<file path="config.mk">
export PLATFORM = sky130hd
export DESIGN_NAME = sparse_encoder
export DESIGN_NICKNAME = d
export VERILOG_FILES = /design/src/rtl/sparse_encoder.sv
export SDC_FILE = /design/constraint.sdc
export NUM_CORES = 1
export LEC_CHECK = 0
export ABC_AREA = 1
export BUFFER_PORTS_ARGS = -buffer_cell sky130_fd_sc_hd__clkbuf_2
export CORE_MARGIN = 5
export CORE_UTILIZATION = 55
export DETAILED_ROUTE_END_ITERATION = 7
export PLACE_DENSITY_LB_ADDON = 0.3
export RECOVER_POWER = 50
export SKIP_CTS_REPAIR_TIMING = 1
export SYNTH_ARGS = -nofsm -noshare
export SYNTH_HDL_FRONTEND = slang
export SYNTH_SLANG_ARGS = --single-unit
</file>
<file path="constraint.sdc">
create_clock -name mac_clk -period 2.5 [get_ports mac_clk]
set_input_delay 0.25 -clock mac_clk [delete_from_list [all_inputs] [get_ports mac_clk]]
set_output_delay 0.25 -clock mac_clk [all_outputs]
set_load 0.005 [all_outputs]
</file>
<file path="src/rtl/sparse_encoder.sv">
// Run-length encoder for the sparse MAC write path.
// Turns a dense element stream into (skip, value, last) entries. skip counts
// the zeros in front of the value. A saturated run emits a zero-valued
// padding entry, and the last beat always emits an entry, so the decoder can
// rebuild both the contents and the length of the vector.
module sparse_encoder #(
    parameter int VALUE_W = 8,
    parameter int SKIP_W  = 4
) (
    input  logic               mac_clk,
    input  logic               mac_rst,
    input  logic               dense_valid_i,
    output logic               dense_ready_o,
    input  logic [VALUE_W-1:0] dense_value_i,
    input  logic               dense_last_i,
    output logic               enc_valid_o,
    input  logic               enc_ready_i,
    output logic [SKIP_W-1:0]  enc_skip_o,
    output logic [VALUE_W-1:0] enc_value_o,
    output logic               enc_last_o
);

    localparam logic [SKIP_W-1:0] SKIP_MAX = '1;
    localparam logic [SKIP_W-1:0] RUN_ONE  = SKIP_W'(1);

    // The head entry lives directly in the enc_* output registers.
    // The second slot holds the entry queued behind the head.
    logic               active;
    logic [1:0]         count;
    logic [SKIP_W-1:0]  run;
    logic [SKIP_W-1:0]  run_next;
    logic [SKIP_W-1:0]  q1_skip;
    logic [VALUE_W-1:0] q1_value;
    logic               q1_last;
    logic               accept;
    logic               pop;
    logic               push;

    // Ready comes only from registers. active keeps ready low during reset
    // even though count is already zero then.
    assign dense_ready_o = active & (count != 2'd2);
    assign enc_valid_o   = (count != 2'd0);
    assign accept        = dense_valid_i & dense_ready_o;
    assign pop           = enc_valid_o & enc_ready_i;

    // Decide per accepted beat whether an entry is produced and where the run goes.
    // In every push case the new entry is (run, dense_value_i, dense_last_i).
    // For padding, value is zero, run is SKIP_MAX and last is clear.
    always_comb begin
        push     = 1'b0;
        run_next = run;
        if (accept) begin
            if (dense_last_i || (dense_value_i != '0) || (run == SKIP_MAX)) begin
                push     = 1'b1;
                run_next = '0;
            end else begin
                run_next = run + RUN_ONE;
            end
        end
    end

    // Run counter, two-entry output queue and ready enable.
    always_ff @(posedge mac_clk or posedge mac_rst) begin
        if (mac_rst) begin
            active      <= 1'b0;
            count       <= 2'd0;
            run         <= '0;
            enc_skip_o  <= '0;
            enc_value_o <= '0;
            enc_last_o  <= 1'b0;
            q1_skip     <= '0;
            q1_value    <= '0;
            q1_last     <= 1'b0;
        end else begin
            active <= 1'b1;
            run    <= run_next;
            case ({push, pop})
                2'b10: begin
                    count <= count + 2'd1;
                    if (count == 2'd0) begin
                        enc_skip_o  <= run;
                        enc_value_o <= dense_value_i;
                        enc_last_o  <= dense_last_i;
                    end else begin
                        q1_skip  <= run;
                        q1_value <= dense_value_i;
                        q1_last  <= dense_last_i;
                    end
                end
                2'b01: begin
                    count       <= count - 2'd1;
                    enc_skip_o  <= q1_skip;
                    enc_value_o <= q1_value;
                    enc_last_o  <= q1_last;
                end
                2'b11: begin
                    // Push and pop together keep the count unchanged.
                    if (count == 2'd1) begin
                        enc_skip_o  <= run;
                        enc_value_o <= dense_value_i;
                        enc_last_o  <= dense_last_i;
                    end else begin
                        enc_skip_o  <= q1_skip;
                        enc_value_o <= q1_value;
                        enc_last_o  <= q1_last;
                        q1_skip     <= run;
                        q1_value    <= dense_value_i;
                        q1_last     <= dense_last_i;
                    end
                end
                default: ;
            endcase
        end
    end

endmodule

</file>
Yosys cells after proc, flatten, opt, wreduce, memory -nomap -nowiden:

Cells that the tools add are included.

* word-level logic and storage cells: 56
* memories: 0
* output and inout port bits: 15
* register bits after elaboration: 33
* input bits: 13
* ROM bits: 0
* latch bits: 0
* memory bits (writable): 0

* divide/modulo/power cells: 0
* muxes and demuxes: 22
* bitwise logic cells: 3
* $mul: 0
* add/sub/neg operators: 3
* shifts and indexed selects: 0
* reduce and logical (&&, ||, !) cells: 10
* order comparisons: 0
* equal/unequal tests: 9

Operator list (count)
* 8-bit two-way mux: 4
* 8-bit one-hot mux with 3 select lines: 1
* 4-bit two-way mux: 5
* 8-bit one-hot mux with 2 select lines: 1
* 4-bit one-hot mux with 3 select lines: 1
* 2-bit != test (second input constant): 4
* 4-bit one-hot mux with 2 select lines: 1
* 8-bit nonzero test: 1
* 1-bit two-way mux: 6
* 2-bit nonzero test: 3
* 4-bit by 1-bit adder with 4-bit output (second input constant): 1
* 2-bit by 1-bit equality test with 1-bit output (second input constant): 2
* 2-bit equality test (second input constant): 2
* 4-bit equality test (second input constant): 1
* 2-bit one-hot mux with 2 select lines: 1
* 1-bit AND: 3
* 1-bit one-hot mux with 3 select lines: 1
* 3-bit AND reduction: 1
* 3-bit nonzero test: 1
* 2-bit by 1-bit adder with 2-bit output (second input constant): 1
* 2-bit zero test: 1
* 1-bit logical OR: 2
* 1-bit one-hot mux with 2 select lines: 1
* 2-bit AND reduction: 1
* 2-bit by 1-bit subtractor with 2-bit output (second input constant): 1

Longest topological paths before layout:

Gate-level depths: netlist of run 1.

* word-level depth: 8
* depth in mapped cells: 15

Worst setup path before layout of run 1:

Ideal clock, no wire load.

* path kind: reg-to-reg
* start point: register count[0]
* end point: register enc_skip_o[0]
* setup slack: 0.454 ns
* setup time: 0.116 ns
* period minus slack after synthesis: 2.046 ns
* stages on the path, launching flop included: 14
* arrival time: 1.930 ns
* cells stage by stage: dfrtp_1 > inv_1 > ha_1 > nor2_2 > nand2_2 > nor2_1 > inv_1 > ha_1 > o21bai_2 > buf_4 > nand3_1 > o21ai_1 > nand2_1 > nand2_1

* longest elaborated chain between the ends: 7
* elaborated cells between the ends (all ways): 16
* classes of those cells: 6 x eq/ne; 3 x mux; 3 x bitwise; 4 x reduce/logical

Ends and longest elaborated chain
* start: declaration: line 29 `logic [1:0] count;`
* start signal: assignment: line 79 `count <= count + 2'd1;`
* start signal: assignment: line 91 `count <= count - 2'd1;`
* 2-bit != test *: line 41 `assign dense_ready_o = active & (count != 2'd2);`
* 1-bit AND *: line 41
* net dense_ready_o: line 13 `output logic dense_ready_o,`
* 1-bit AND *: line 43 `assign accept = dense_valid_i & dense_ready_o;`
* 1-bit two-way mux *: line 52 `if (accept) begin`
* 2-bit equality test / 2-bit by 1-bit equality test with 1-bit output (equally long branches): line 77 `case ({push, pop})`
* 2-bit != test (no source line) / 3-bit nonzero test (equally long branches)
* 2-bit AND reduction (no source line)
* end signal: assignment: line 81 `enc_skip_o <= run;`
* end signal: assignment: line 92 `enc_skip_o <= q1_skip;`
* end signal: assignment: line 99 `enc_skip_o <= run;`
* end: declaration: line 18 `output logic [SKIP_W-1:0] enc_skip_o,`

The timed path passes the listed nets; every way through them passes the cells marked *.
A chain may end at the register's enable or synchronous reset.

Worst setup path in the final report of run 1:

* start point: register run[0]
* end point: register q1_value[0]

* longest elaborated chain between the ends: 7
* elaborated cells between the ends (all ways): 11
* classes of those cells: 5 x eq/ne; 3 x mux; 3 x reduce/logical

Ends and longest elaborated chain
* start: declaration: line 30 `logic [SKIP_W-1:0] run;`
* start signal: assignment: line 76 `run <= run_next;`
* 4-bit equality test *: line 53 `if (dense_last_i || (dense_value_i != '0) || (run == SKIP_MAX)) begin`
* 1-bit logical OR *: line 53
* 1-bit two-way mux *: line 53
* 1-bit two-way mux *: line 52
* 2-bit equality test: line 77
* 2-bit != test (no source line) / 2-bit nonzero test (equally long branches)
* 3-bit AND reduction (no source line)
* end signal: assignment: line 86 `q1_value <= dense_value_i;`
* end signal: assignment: line 107 `q1_value <= dense_value_i;`
* end: declaration: line 33 `logic [VALUE_W-1:0] q1_value;`

Mark *: on every way between the ends. The rest lies on a longest branch, timed or not.

==> results of run 1 <==
## report_power, final
group / switching (µW) / internal (µW)
combinational: 406 / 263
sequential: 81.6 / 683
clock: 173 / 107
## layer usage
| layer | up-vias | GRT usage, % | routed length, µm |
|---|---|---|---|
| met5 | - | 0 | 0 |
| met4 | 0 | 4.66 | 39 |
| met3 | 4 | 4.62 | 150 |
| met2 | 26 | 28.6 | 1650 |
| met1 | 635 | 20.7 | 1500 |
| li1 | 701 | - | - |
## critical path, stage by stage (launching register included)
cell and delay [ns]:
dfrtp_1 0.41, ha_1 0.22, nand2_1 0.07, nor2_1 0.04, nor2_1 0.12, nand2_2 0.09, inv_1 0.11, nor2_2 0.07
ha_1 0.28, o211ai_4 0.53, o21ai_0 0.18
## cell usage in the layout, fill, tap and decap left out
| cell type | Yosys | final |
|---|---|---|
| nor2_2 | 1 | 2 |
| o21ai_1 | 10 | 10 |
| inv_2 | 3 | 3 |
| inv_1 | 20 | 20 |
| o211ai_4 | 0 | 1 |
| dfrtp_1 | 33 | 33 |
| o21ai_0 | 19 | 19 |
| clkbuf_2 | 0 | 25 |
| xor2_1 | 2 | 2 |
| nand3_4 | 1 | 1 |
| buf_4 | 3 | 4 |
| a21oi_2 | 1 | 1 |
| clkbuf_1 | 1 | 4 |
| xnor2_1 | 2 | 2 |
| nand2_4 | 2 | 2 |
| ha_1 | 7 | 7 |
| clkbuf_4 | 0 | 5 |
| nand2_1 | 47 | 47 |
| clkinv_2 | 0 | 2 |
| nand2_2 | 2 | 2 |
| conb_1 | 1 | 1 |
| nand3_1 | 29 | 29 |
| nor2_1 | 10 | 9 |
| o21bai_2 | 1 | 1 |
## logic make-up (layout without fill, tap and decap cells)
| kind of cell | Yosys count | count (layout) |
|---|---|---|
| other | 1 | 1 |
| buffers and inverters | 31 | 63 |
| AO/OA/AOI/OAI | 32 | 32 |
| AND/OR/NAND/NOR | 92 | 92 |
| adder cells (fa/ha/maj) | 7 | 7 |
| XOR/XNOR | 4 | 4 |
| flip-flops | 33 | 33 |
## layout make-up
cell class / instances / share of cell area [%]
Multi-Input combinational cell: 136 / 38.5
Clock buffer: 6 / 2.17
Inverter: 23 / 4.53
Timing Repair Buffer: 32 / 8.74
Clock inverter: 2 / 0.526
Sequential cell: 33 / 43.4
Tap cell: 33 / 2.17
## metrics by stage
step / util, % / hold slack [ns] / cells / instance area, µm²
2_1_floorplan: - / 0.379 / 200 / 1690
3_3_place_gp: 61.5 / 0.334 / 257 / 1850
3_5_place_dp: 61.5 / 0.347 / 257 / 1850
4_1_cts: 63.2 / -0.00820 / 265 / 1900
5_1_grt: 63.4 / 0.192 / 265 / 1900
6_report: 63.4 / 0.195 / 265 / 1900
## sequential cells by signal, summed over array words and instances, names as in the netlist
register,cells
enc_value_o,8
q1_skip,4
q1_value,8
run,4
q1_last,1
enc_skip_o,4
active,1
enc_last_o,1
count,2
## final timing paths
kind,endpoint
min reg2reg,q1_value[4]
max in group asynchronous,run[1]
min,q1_value[7]
min in group asynchronous,enc_value_o[7]
max,q1_value[0]
max reg2reg,q1_value[0]
==> metrics.md, run 1 <==
| Metric | Value |
|---|---|
| Worst setup SP type | flop |
| Layout Skew | 0.00845 ns |
| Ys Warns | 0 |
| Post-Synth Adder-Cell Area | 5.17% |
| Wire per inst | 12.6 µm |
| Detailed-route via count | 1366 |
| Worst setup EP type | flop |
| FF-to-FF Start | run[0] |
| Post-route ant nets | 0 |
| Top FF cell, synth | dfrtp_1 |
| Main combinational cell family by area after synthesis | simple AND/OR/NAND/NOR gates |
| First-pass GRT wire length | 5580 µm |
| Ant diodes | 0 |
| Cell row count | 20 |
| CP required | 2.69 ns |
| Failing checks | max-capacitance violations, max-slew violations |
| Crit-path max FO | 26 |
| Full die area | 4290 µm² |
| Critical path type | flop to flop |
| Post-synthesis cell count | 200 |
| Synthesized area per cell | 8.46 µm² |
| Synth Register Bits | 33 |
| DRT Wirelength | 3330 µm |
| CTS Root Cell | clkbuf_4 |
| Worst path arrival time | 2.44 ns |
| Hold Crit Class | primary input to flop |
| Worst slack at placement | 0.0892 ns |
| Cell variety after synth | 23 |
| Post-synthesis compound-gate area fraction | 10.5% |
| MaxCap Viol Count | 1 |
| Maximum vdd drop | 556 µV |
| PD cells | 900 nW/µm² |
| IO Count | 28 |
| Die H | 65.5 µm |
| Antenna violations before repair | 0 |
| R2R cell count | 10 |
| GRT Overall Usage | 16.8% |
| Worst-path clk slew | 0.10 ns |
| Synth top cells by count | 47 x nand2_1, 33 x dfrtp_1, 29 x nand3_1 |
| Area growth from synthesis to layout | 12.5% |
| Tmin final | 2.26 ns |
| Register Area | 826 µm² |
| Most common cell in the netlist | nand2_1 |
| DRC | 0 |
| Vias in the first global route | 1294 |
| Filler instances | 268 |
| Initial DRT Pass Iterations | 4 |
| CTS buffer count | 5 |
| H-tree depth | 2 |
| Pins Over Slew Limit | 34 |
| CTS max path bufs | 2 |
| Hold Fails Final Rpt | 0 |
| Gpl congestion | 0.775 |
| I/O Buffers | 27 |
| Total grt overflow | 0 |
| Post-synth ARST share | 100% |
| Worst rel slew slack | -14.2% |
| PnR worst setup slack | 0.244 ns |
| Crit path launch | run[0] |
| Mapped Nets | 220 |
| Core area | 3000 µm² |
| Drt via density | 5.15 |
| RSZ-0062 raised after global routing | no |
| Pin count of the biggest net entering global routing | 34 |
| Worst R2R Setup Slack | 0.24 ns |
| Footprint of the multi-input gates | 733 µm² |
| Worst-Skew Late Latency | 0.32 ns |
| Die width | 65.5 µm |
| Area share of the leading cell type in the synthesized netlist | 48.8% |
| Initial core utilization | 56.4% |
| Actual slew at the worst max-slew pin | 1.71 ns |
| Post-synth EDFFs | 0 |
| Synth Area in Simple Gates | 24.7% |
| Fraction of layout cells with a size suffix above 1 | 21.1% |
| F_max | 443 MHz |
| Final worst-path cycle share | 90.2% |
| Status | finished with violations |
| Static leakage | 0.00101 µW |
| Total Power | 1710 µW |
| Clock sinks | 33 |
| Setup Viol. Count Final | 0 |
| Worst Hold Depth | 3 |
| CTS tree | built |
| Sequential element share of the synthesized area | 48.8% |
| Final Net Count | 251 |
| DRT iter0 DRCs | 111 |
| HPWL Detailed | 2380 µm |
| Synth Area in XOR/XNOR | 2.07% |
| Worst hold start | dense_value_i[7] |
| Setup tns final | 0 ns |
| Mapped cell area | 1690 µm² |
| Post-synthesis mux area share | 0% |
| Synth area leaders | dfrtp_1 49%, nand2_1 10%, nand3_1 8.6% |
| Synth area leader | dfrtp_1 |
No activity file was read; power rests on OpenSTA's default activity.
==> run 2: changes to the inputs <==
==> constraint.sdc (replaced) <==
create_clock -name mac_clk -period 2.5 [get_ports mac_clk]
set_input_delay 0.125 -clock mac_clk [delete_from_list [all_inputs] [get_ports mac_clk]]
set_output_delay 0.125 -clock mac_clk [all_outputs]
set_load 0.005 [all_outputs]
==> metrics.md, run 2 (same netlist as run 1, synthesis figures left out) <==
| Metric | Value |
|---|---|
| Status | finished with violations |
| Failing checks | max-capacitance violations, max-slew violations |
| Worst setup SP type | flop |
| RSZ-0062 raised after global routing | no |
| Vias in the first global route | 1294 |
| CTS max path bufs | 2 |
| IO Count | 28 |
| MaxCap Viol Count | 1 |
| Setup tns final | 0 ns |
| Core area | 3000 µm² |
| Worst setup EP type | flop |
| Layout Skew | 0.00838 ns |
| Final worst-path cycle share | 89.9% |
| I/O Buffers | 27 |
| Pins Over Slew Limit | 34 |
| Commonest non-fill, non-tap cell in the layout | nand2_1 |
| PD cells | 896 nW/µm² |
| FF-to-FF Start | run[0] |
| First-pass GRT wire length | 5580 µm |
| Wire per inst | 12.5 µm |
| CP required | 2.69 ns |
| Crit-path max FO | 26 |
| CTS Root Cell | clkbuf_4 |
| H-tree depth | 2 |
| Full die area | 4290 µm² |
| DRC | 0 |
| Static leakage | 0.00101 µW |
| Clock sinks | 33 |
| Drt via density | 5.15 |
| Worst-Skew Late Latency | 0.32 ns |
| GRT Overall Usage | 16.8% |
| Crit path launch | run[0] |
| Initial core utilization | 56.4% |
| Worst setup path end | q1_value[0] |
| Ant diodes | 0 |
| Worst hold start | dense_value_i[7] |
| Total grt overflow | 0 |
| Tmin final | 2.25 ns |
| Worst-path clk slew | 0.10 ns |
| Post-route ant nets | 0 |
| CTS buffer count | 5 |
| DRT Wirelength | 3330 µm |
| Final Net Count | 252 |
| Worst R2R Setup Slack | 0.25 ns |
| Worst path arrival time | 2.43 ns |
| Top Registers | enc_value_o: 8 flops, q1_value: 8 flops |
| DRT iter0 DRCs | 110 |
| Hold Crit Class | primary input to flop |
| Detailed-route via count | 1369 |
| Critical path type | flop to flop |
| Antenna violations before repair | 0 |
| HPWL Detailed | 2380 µm |
| Actual slew at the worst max-slew pin | 1.71 ns |
| Layout Cell Area excl Fill | 1910 µm² |
| Gpl congestion | 0.775 |
| PnR worst setup slack | 0.253 ns |
| F_max | 445 MHz |
| Commonest non-fill, non-tap cells in the layout | 47 x nand2_1, 33 x dfrtp_1, 29 x nand3_1 |
| Area growth from synthesis to layout | 13.1% |
| Placed cell area | 1850 µm² |
| Die width | 65.5 µm |
| CTS tree | built |
| Worst r2r dst | q1_value[0] |
| Pin count of the biggest net entering global routing | 34 |
| Cell row count | 20 |
| Worst slack at placement | 0.0892 ns |
| Worst rel slew slack | -13.8% |
| Setup Viol. Count Final | 0 |
| R2R cell count | 10 |
| Maximum vdd drop | 557 µV |
| Die H | 65.5 µm |
| Initial DRT Pass Iterations | 4 |
| Hold Fails Final Rpt | 0 |
| Fraction of layout cells with a size suffix above 1 | 21.0% |
run 2: final cells by class:
type,count,area (µm²)
clock buffer,6,41.3
fill,267,1090
clock inverter,2,10.0
sequential,33,826
multi-input combinational,136,733
inverter,23,86.3
timing repair buffer,33,176
tap,33,41.3
run 2: worst min path at each step:
| stage | end | depth (start not counted) |
|---|---|---|
| finish | q1_value[7] | 3 |
| global route | q1_value[5] | 3 |
| CTS | q1_skip[2] | 3 |
| detailed placement | enc_value_o[7] | 3 |
| global placement | enc_value_o[7] | 3 |
| floorplan | active | 1 |
run 2: routing by layer:
| metal | track usage (%) | wire (µm) | vias up |
|---|---|---|---|
| li1 | - | - | 703 |
| met4 | 4.66 | 39 | 0 |
| met1 | 20.7 | 1520 | 640 |
| met2 | 28.6 | 1640 | 22 |
| met3 | 4.62 | 131 | 4 |
| met5 | 0 | 0 | - |
run 2: report_power, final:
part           total, µW  leakage (µW)  internal, µW  switching, µW
sequential           764      0.000430           683           81.6
clock                281     0.0000320           107            174
combinational        669      0.000548           264            406
run 2: through the flow:
stage / power (µW) / hold WS, ns / instances / utilization (%)
final: 1710 / 0.0686 / 266 / 63.7
after global routing: 1850 / 0.0666 / 266 / 63.7
after CTS: 1730 / -0.133 / 265 / 63.2
after detailed placement: 1440 / 0.222 / 257 / 61.5
after global placement: 1420 / 0.209 / 257 / 61.5
after floorplan: 1260 / 0.254 / 200 / -
run 2: worst max-delay path, cell delays in order, from the launching register on:
cell and delay [ns]:
dfrtp_1 0.41, ha_1 0.22, nand2_1 0.07, nor2_1 0.04, nor2_1 0.12, nand2_2 0.09
inv_1 0.11, nor2_2 0.07, ha_1 0.28, o211ai_4 0.52, o21ai_0 0.18
